<file path="src/rtl/alu_arbiter_pkg.sv">
// alu_arbiter shared definitions:
// opcodes, result word layout, clog2 helper.
package alu_arbiter_pkg;

  typedef enum logic [1:0] {
    OP_ADD    = 2'b00,
    OP_SUB    = 2'b01,
    OP_AND    = 2'b10,
    OP_POPCNT = 2'b11
  } alu_op_e;

  localparam int Y_ZERO  = 0;
  localparam int Y_CARRY = 1;
  localparam int Y_OVF   = 2;
  localparam int Y_RES   = 3;

  function automatic int clog2(input int n);
    int r;
    r = 0;
    for (int i = 0; i < 32; i++)
      if ((1 << r) < n) r++;
    return r;
  endfunction

endpackage

</file>
<file path="src/rtl/alu_arbiter_tag_fifo.sv">
// tag_fifo: in-order FIFO of requester
// indices for in-flight ALU operations.
module tag_fifo
  import alu_arbiter_pkg::*;
#(
  parameter int DEPTH = 2,
  parameter int W     = 2
) (
  input  logic                        clk,
  input  logic                        rst,
  input  logic                        push,
  input  logic                        pop,
  input  logic [W-1:0]                din,
  output logic                        full,
  output logic                        empty,
  output logic [clog2(DEPTH+1)-1:0]   count,
  output logic [W-1:0]                head
);

  localparam int AW = (DEPTH > 1) ? clog2(DEPTH) : 1;
  localparam int CW = clog2(DEPTH + 1);

  logic [W-1:0]  mem [DEPTH];
  logic [AW-1:0] wp;
  logic [AW-1:0] rp;

  function automatic logic [AW-1:0] inc(
    input logic [AW-1:0] p
  );
    return (p == AW'(DEPTH - 1)) ? '0 : p + 1'b1;
  endfunction

  assign full  = (count == CW'(DEPTH));
  assign empty = (count == '0);
  assign head  = mem[rp];

  always_ff @(posedge clk) begin
    if (push) mem[wp] <= din;
  end

  always_ff @(posedge clk or posedge rst) begin
    if (rst) begin
      wp    <= '0;
      rp    <= '0;
      count <= '0;
    end else begin
      if (push) wp <= inc(wp);
      if (pop)  rp <= inc(rp);
      case ({push, pop})
        2'b10:   count <= count + 1'b1;
        2'b01:   count <= count - 1'b1;
        default: count <= count;
      endcase
    end
  end

endmodule

</file>
<file path="src/rtl/alu_arbiter.sv">
// alu_arbiter: round-robin sharing of one ALU
// among NREQ requesters, in-order result return.
module alu_arbiter
  import alu_arbiter_pkg::*;
#(
  parameter int WIDTH     = 8,
  parameter int NREQ      = 4,
  parameter int TAG_DEPTH = 2
) (
  input  logic                            i_CLK,
  input  logic                            i_RST,
  input  logic [NREQ-1:0]                 i_REQ_VALID,
  output logic [NREQ-1:0]                 o_REQ_READY,
  input  logic [NREQ*WIDTH-1:0]           i_REQ_ARG0,
  input  logic [NREQ*WIDTH-1:0]           i_REQ_ARG1,
  input  logic [NREQ*2-1:0]               i_REQ_OPER,
  output logic [WIDTH-1:0]                o_ALU_ARG0,
  output logic [WIDTH-1:0]                o_ALU_ARG1,
  output logic [1:0]                      o_ALU_OPER,
  output logic                            o_ALU_VALID,
  input  logic                            i_ALU_READY,
  input  logic [WIDTH+2:0]                i_ALU_Y,
  input  logic                            i_ALU_VALID,
  output logic                            o_ALU_READY,
  output logic [WIDTH+2:0]                o_RSP_Y,
  output logic [NREQ-1:0]                 o_RSP_VALID,
  input  logic [NREQ-1:0]                 i_RSP_READY,
  output logic [clog2(TAG_DEPTH+1)-1:0]   o_INFLIGHT,
  output logic                            o_ERR
);

  localparam int PW = clog2(NREQ);
  localparam int SW = PW + 1;

  logic [WIDTH-1:0] a0 [NREQ];
  logic [WIDTH-1:0] a1 [NREQ];
  logic [1:0]       op [NREQ];

  logic [PW-1:0] ptr;
  logic [PW-1:0] lock_idx;
  logic [PW-1:0] pick;
  logic [PW-1:0] g;
  logic [PW-1:0] head;
  logic [SW-1:0] s;
  logic          lock;
  logic          found;
  logic          any;
  logic          full;
  logic          empty;
  logic          accept;
  logic          stall;
  logic          pop;

  always_comb begin
    for (int k = 0; k < NREQ; k++) begin
      a0[k] = i_REQ_ARG0[k*WIDTH +: WIDTH];
      a1[k] = i_REQ_ARG1[k*WIDTH +: WIDTH];
      op[k] = i_REQ_OPER[k*2 +: 2];
    end
  end

  // first valid requester at or after ptr, wrapping
  always_comb begin
    found = 1'b0;
    pick  = '0;
    s     = '0;
    for (int i = 0; i < NREQ; i++) begin
      s = {1'b0, ptr} + SW'(i);
      if (s >= SW'(NREQ)) s = s - SW'(NREQ);
      if (!found && i_REQ_VALID[s[PW-1:0]]) begin
        found = 1'b1;
        pick  = s[PW-1:0];
      end
    end
  end

  assign g   = lock ? lock_idx : pick;
  assign any = lock ? i_REQ_VALID[lock_idx] : found;

  assign o_ALU_VALID = any & ~full & ~i_RST;
  assign accept      = o_ALU_VALID & i_ALU_READY;
  assign stall       = o_ALU_VALID & ~i_ALU_READY;

  assign o_REQ_READY = accept ? (NREQ'(1) << g) : '0;
  assign o_ALU_ARG0  = o_ALU_VALID ? a0[g] : '0;
  assign o_ALU_ARG1  = o_ALU_VALID ? a1[g] : '0;
  assign o_ALU_OPER  = o_ALU_VALID ? op[g] : '0;

  assign o_RSP_Y     = i_ALU_Y;
  assign o_RSP_VALID = (i_ALU_VALID & ~empty) ?
                       (NREQ'(1) << head) : '0;
  assign o_ALU_READY = i_RSP_READY[head] & ~empty;
  assign pop         = i_ALU_VALID & o_ALU_READY;

  always_ff @(posedge i_CLK or posedge i_RST) begin
    if (i_RST) begin
      ptr      <= '0;
      lock     <= 1'b0;
      lock_idx <= '0;
      o_ERR    <= 1'b0;
    end else begin
      if (accept)
        ptr <= (g == PW'(NREQ - 1)) ? '0 : g + 1'b1;
      lock <= stall;
      if (stall) lock_idx <= g;
      if (i_ALU_VALID && empty) o_ERR <= 1'b1;
    end
  end

  tag_fifo #(
    .DEPTH (TAG_DEPTH),
    .W     (PW)
  ) u_tags (
    .clk   (i_CLK),
    .rst   (i_RST),
    .push  (accept),
    .pop   (pop),
    .din   (g),
    .full  (full),
    .empty (empty),
    .count (o_INFLIGHT),
    .head  (head)
  );

endmodule

</file>
<file path="config.mk">
export PLATFORM = sky130hd
export DESIGN_NAME = alu_arbiter
export DESIGN_NICKNAME = d
export VERILOG_FILES = /design/src/rtl/alu_arbiter_pkg.sv /design/src/rtl/alu_arbiter_tag_fifo.sv /design/src/rtl/alu_arbiter.sv
export SDC_FILE = /design/constraint.sdc
export NUM_CORES = 1
export LEC_CHECK = 0
export BUFFER_PORTS_ARGS = -buffer_cell sky130_fd_sc_hd__buf_2
export CORE_MARGIN = 2
export CORE_UTILIZATION = 38
export DETAILED_ROUTE_END_ITERATION = 7
export PLACE_DENSITY = 0.69
export SETUP_SLACK_MARGIN = 0.05
export SLEW_MARGIN = 0
export SYNTH_ARGS = -nofsm -noshare
export SYNTH_HDL_FRONTEND = slang
export SYNTH_HIERARCHICAL = 1
export SYNTH_SLANG_ARGS = --single-unit
export TNS_END_PERCENT = 100
</file>
<file path="constraint.sdc">
create_clock -name i_CLK -period 2.65 [get_ports i_CLK]
set_input_delay 0.1325 -clock i_CLK [delete_from_list [all_inputs] [get_ports i_CLK]]
set_output_delay 0.1325 -clock i_CLK [all_outputs]
set_load 0.02 [all_outputs]
</file>
==> flow_metrics.env <==
export IMPL_yosysTopAreaCellShare_pct=11.0
export IMPL_synth_async_reset_ratio_pct=71.4
export IMPL_max_cap_violations=0
export IMPL_design_die_area_sq_um=6600
export IMPL_cts_htree_levels=1
export IMPL_insertedDiodeCount=0
export IMPL_worst_path_max_fanout=26
export IMPL_preCtsSetupSlack_ns=0.237
export IMPL_timing_worst_slew_pin_value_ns=0.405
export IMPL_run_status="finished clean"
export IMPL_hold_violations=0
export IMPL_post_synth_num_cell_types=52
export IMPL_holdPathStages=2
export IMPL_fin_worst_skew_ns=0.00597
export IMPL_static_leakage_power_uw=0.00131
export IMPL_synth_main_ff_cell="sky130_fd_sc_hd__dfrtp_1"
export IMPL_final_max_slew_viol_count=0
export IMPL_core_rowCount=28
export IMPL_path_clk_slew_ns=0.06
export IMPL_synthToLayoutAreaGrowth_pct=28.6
export IMPL_detailedRoute_firstIterationViolations=111
export IMPL_synthesis_yosys_warnings=6
export IMPL_setup_repair_after_global_routing_missed_its_margin="yes"
export IMPL_area_occupied_by_multi_input_gates_sq_um=1600
export IMPL_clkSinkCount=14
export IMPL_postRouteWirelength_mm=5.88
export IMPL_regToRegEndpoint="u_tags/count[1]$_DFFE_PP0P_"
export IMPL_detail_route_drc_violations=0
export IMPL_timing_worst_setup_path_type="reg -> out"
export IMPL_dpl_hpwl_mm=4.55
export IMPL_synth_top_cell_by_area="sky130_fd_sc_hd__dfrtp_1"
export IMPL_fmax_mhz=397
export IMPL_syn_nets=319
export IMPL_dieWidth_microns=81.2
export IMPL_finalCritPeriodShare_pct=94.9
export IMPL_synthesized_instance_count=222
export IMPL_critPathLaunchType="flip-flop"
export IMPL_min_path_type="in -> reg"
export IMPL_synth_top_cells_by_area="sky130_fd_sc_hd__dfrtp_1 11%, sky130_fd_sc_hd__a2111oi_4 11%, sky130_fd_sc_hd__mux2i_1 8.4%, sky130_fd_sc_hd__a221oi_2 7.3%, sky130_fd_sc_hd__edfxtp_1 5.3%"
export IMPL_vias=2110
export IMPL_mappedNetlistArea_sq_um=2270
export IMPL_gr_usage_all_layers_pct=17.4
export IMPL_io_pins=137
export IMPL_globalRouteOverflowTotal=0
export IMPL_fraction_of_final_layout_cells_with_drive_strength_greater_than_1_pct=59.6
export IMPL_critical_path_endpoint="o_ALU_ARG1[4]"
export IMPL_cts_buf_count=3
export IMPL_final_core_utilization_pct=49.9
export IMPL_worst_r2r_startpoint="ptr[1]$_DFFE_PP0P_"
export IMPL_first_global_vias=1964
export IMPL_die_y_microns=81.2
export IMPL_cts_buffer_depth=2
export IMPL_synth_ff_latch_count=14
export IMPL_layout_fillers=545
export IMPL_initial_core_util_pct=38.8
export IMPL_grt_first_pass_wirelength_mm=9.14
export IMPL_slew_limit_headroom_pct=73.0
export IMPL_cts_tree="yes"
export IMPL_post_synth_cell_area_avg_sq_um=10.2
export IMPL_detail_route_first_pass_iterations=4
export IMPL_critical_path_arrival_ns=2.38
export IMPL_grt_start_max_net_pins=27
export IMPL_core_area_sq_um=5850
export IMPL_viasPerCell=5.36
export IMPL_wl_per_cell_microns=14.9
export IMPL_register_area_sq_um=373
export IMPL_worst_skew_pair_late_latency_ns=0.24
export IMPL_timing_final_setup_violations=0
export IMPL_fin_ws_ns=0.134
export IMPL_setup_reg_to_reg_worst_slack_ns=0.31
export IMPL_grt_antenna_before_repair=0
export IMPL_timing_critical_path_required_ns=2.52
export IMPL_placement_io_buffers=114
export IMPL_detail_route_antenna_nets=0
export IMPL_r2r_cell_count=9
export IMPL_synth_enable_flop_cells=4
export IMPL_ctsRootBufferMaster="sky130_fd_sc_hd__clkbuf_8"
export IMPL_synth_seq_area_share_pct=16.3
export IMPL_cellPowerDensity_nw_per_um2=1010
export IMPL_setup_tns_final_ns=0
export IMPL_worstSetupEndpointType="output pin"
export IMPL_place_congestion=0.822
export IMPL_finalCriticalPeriod_ns=2.52
export IMPL_num_nets_final=417
export IMPL_vdd_drop_max_mv=0.428
export IMPL_crit_path_launch="ptr[1]$_DFFE_PP0P_"
-- sequential cells by signal, summed over array words and instances (netlist names) --
signal        cells
lock_idx          2
u_tags/count      2
ptr               2
lock              1
u_tags/mem        4
u_tags/rp         1
u_tags/wp         1
o_ERR             1
-- placed cells by master (no fill, tap or decap), types with 4 or more instances in the layout --
| cell | synthesis | layout |
|---|---|---|
| sky130_fd_sc_hd__a2111oi_2 | 1 | 8 |
| sky130_fd_sc_hd__a2111oi_4 | 9 | 9 |
| sky130_fd_sc_hd__a211oi_1 | 10 | 8 |
| sky130_fd_sc_hd__a211oi_2 | 9 | 11 |
| sky130_fd_sc_hd__a221oi_1 | 7 | 5 |
| sky130_fd_sc_hd__a221oi_2 | 11 | 13 |
| sky130_fd_sc_hd__buf_2 | 10 | 112 |
| sky130_fd_sc_hd__buf_4 | 13 | 14 |
| sky130_fd_sc_hd__dfrtp_1 | 10 | 8 |
| sky130_fd_sc_hd__edfxtp_1 | 4 | 4 |
| sky130_fd_sc_hd__inv_1 | 24 | 24 |
| sky130_fd_sc_hd__mux2i_1 | 19 | 19 |
| sky130_fd_sc_hd__nor2_1 | 12 | 10 |
| sky130_fd_sc_hd__nor3b_1 | 4 | 4 |
-- cell families (layout without fill, tap and decap cells) --
group	Yosys count	count (layout)	share of synthesized area [%]
buffers and inverters	62	159	16.8
AND/OR/NAND/NOR	41	41	10.5
flip-flops	14	14	16.3
multiplexers	28	28	14.3
AO/OA/AOI/OAI	70	70	39.0
adder cells (fa/ha/maj)	2	2	1.10
XOR/XNOR	5	5	1.93
-- critical path: stages (launching register included) --
cell                       delay, ns
sky130_fd_sc_hd__dfrtp_2        0.45
sky130_fd_sc_hd__or3b_1         0.39
sky130_fd_sc_hd__o2111a_1       0.18
sky130_fd_sc_hd__a211o_2        0.35
sky130_fd_sc_hd__buf_12         0.18
sky130_fd_sc_hd__mux2i_1        0.13
sky130_fd_sc_hd__a211oi_1       0.25
sky130_fd_sc_hd__buf_2          0.21
-- stage by stage --
step / instance area, sq um / hold WS, ns / power (uW) / cells
after floorplan: 2270 / -0.101 / 2290 / 222
after global placement: 2740 / 0.0414 / 2590 / 387
after detailed placement: 2740 / 0.0499 / 2620 / 387
after CTS: 2810 / 0.114 / 2830 / 392
after global routing: 2920 / 0.116 / 3180 / 394
final: 2920 / 0.114 / 2960 / 394
-- power breakdown --
| group | internal (uW) | switching (uW) | leakage, uW | total [uW] |
|---|---|---|---|---|
| sequential | 318 | 106 | 0.000151 | 423 |
| clock | 106 | 69.7 | 0.0000228 | 176 |
| combinational | 1040 | 1320 | 0.00114 | 2360 |
-- synth_stat cells, types with 2 or more instances --
master,n
sky130_fd_sc_hd__inv_1,24
sky130_fd_sc_hd__mux2i_1,19
sky130_fd_sc_hd__buf_4,13
sky130_fd_sc_hd__nor2_1,12
sky130_fd_sc_hd__a221oi_2,11
sky130_fd_sc_hd__a211oi_1,10
sky130_fd_sc_hd__buf_2,10
sky130_fd_sc_hd__dfrtp_1,10
sky130_fd_sc_hd__a2111oi_4,9
sky130_fd_sc_hd__a211oi_2,9
sky130_fd_sc_hd__buf_6,8
sky130_fd_sc_hd__a2111oi_0,7
sky130_fd_sc_hd__a221oi_1,7
sky130_fd_sc_hd__a211o_1,4
sky130_fd_sc_hd__and2_1,4
sky130_fd_sc_hd__edfxtp_1,4
sky130_fd_sc_hd__nor3b_1,4
sky130_fd_sc_hd__clkbuf_1,3
sky130_fd_sc_hd__mux2_1,3
sky130_fd_sc_hd__mux2_2,3
sky130_fd_sc_hd__mux4_2,3
sky130_fd_sc_hd__nand2_1,3
sky130_fd_sc_hd__nand2b_1,3
sky130_fd_sc_hd__nor2b_1,3
sky130_fd_sc_hd__nor3_1,3
sky130_fd_sc_hd__xor2_1,3
sky130_fd_sc_hd__a21boi_1,2
sky130_fd_sc_hd__ha_1,2
sky130_fd_sc_hd__inv_2,2
sky130_fd_sc_hd__xnor2_1,2
-- timing repair --
action | CTS | global route
buffers inserted | 0 | 2
hold buffers | 1 | 0
endpoints found under the hold margin | 10 | 0
pin swaps | 0 | 1
setup endpoints to repair | 16 | 21
gates resized for setup | 4 | 24
-- per-layer routing --
layer,vias to the layer above,routed length [microns],GRT usage (%)
li1,1040,-,-
met5,-,0,0
met4,0,35,3.22
met2,71,3050,30.3
met1,991,2430,22.4
met3,8,364,3.22
-- worst min-delay path by stage --
stage	start	to	slack (ns)
after floorplan	i_RST	u_tags/count[0]$_DFFE_PP0P_	-0.10
after global placement	i_RST	u_tags/count[0]$_DFFE_PP0P_	0.04
after detailed placement	i_RST	u_tags/count[0]$_DFFE_PP0P_	0.05
after CTS	i_ALU_VALID	o_ERR$_DFFE_PP0P_	0.11
after global routing	i_ALU_VALID	o_ERR$_DFFE_PP0P_	0.12
final	i_ALU_VALID	o_ERR$_DFFE_PP0P_	0.11
-- layout make-up --
cell class                 count  share of cell area (%)
clock buffer                   4                    1.54
inverter                      26                    3.35
multi-input combinational    146                    54.9
sequential                    14                    12.8
tap                           75                    3.22
timing repair buffer         129                    24.2
Power figures use the tool's default switching activity.
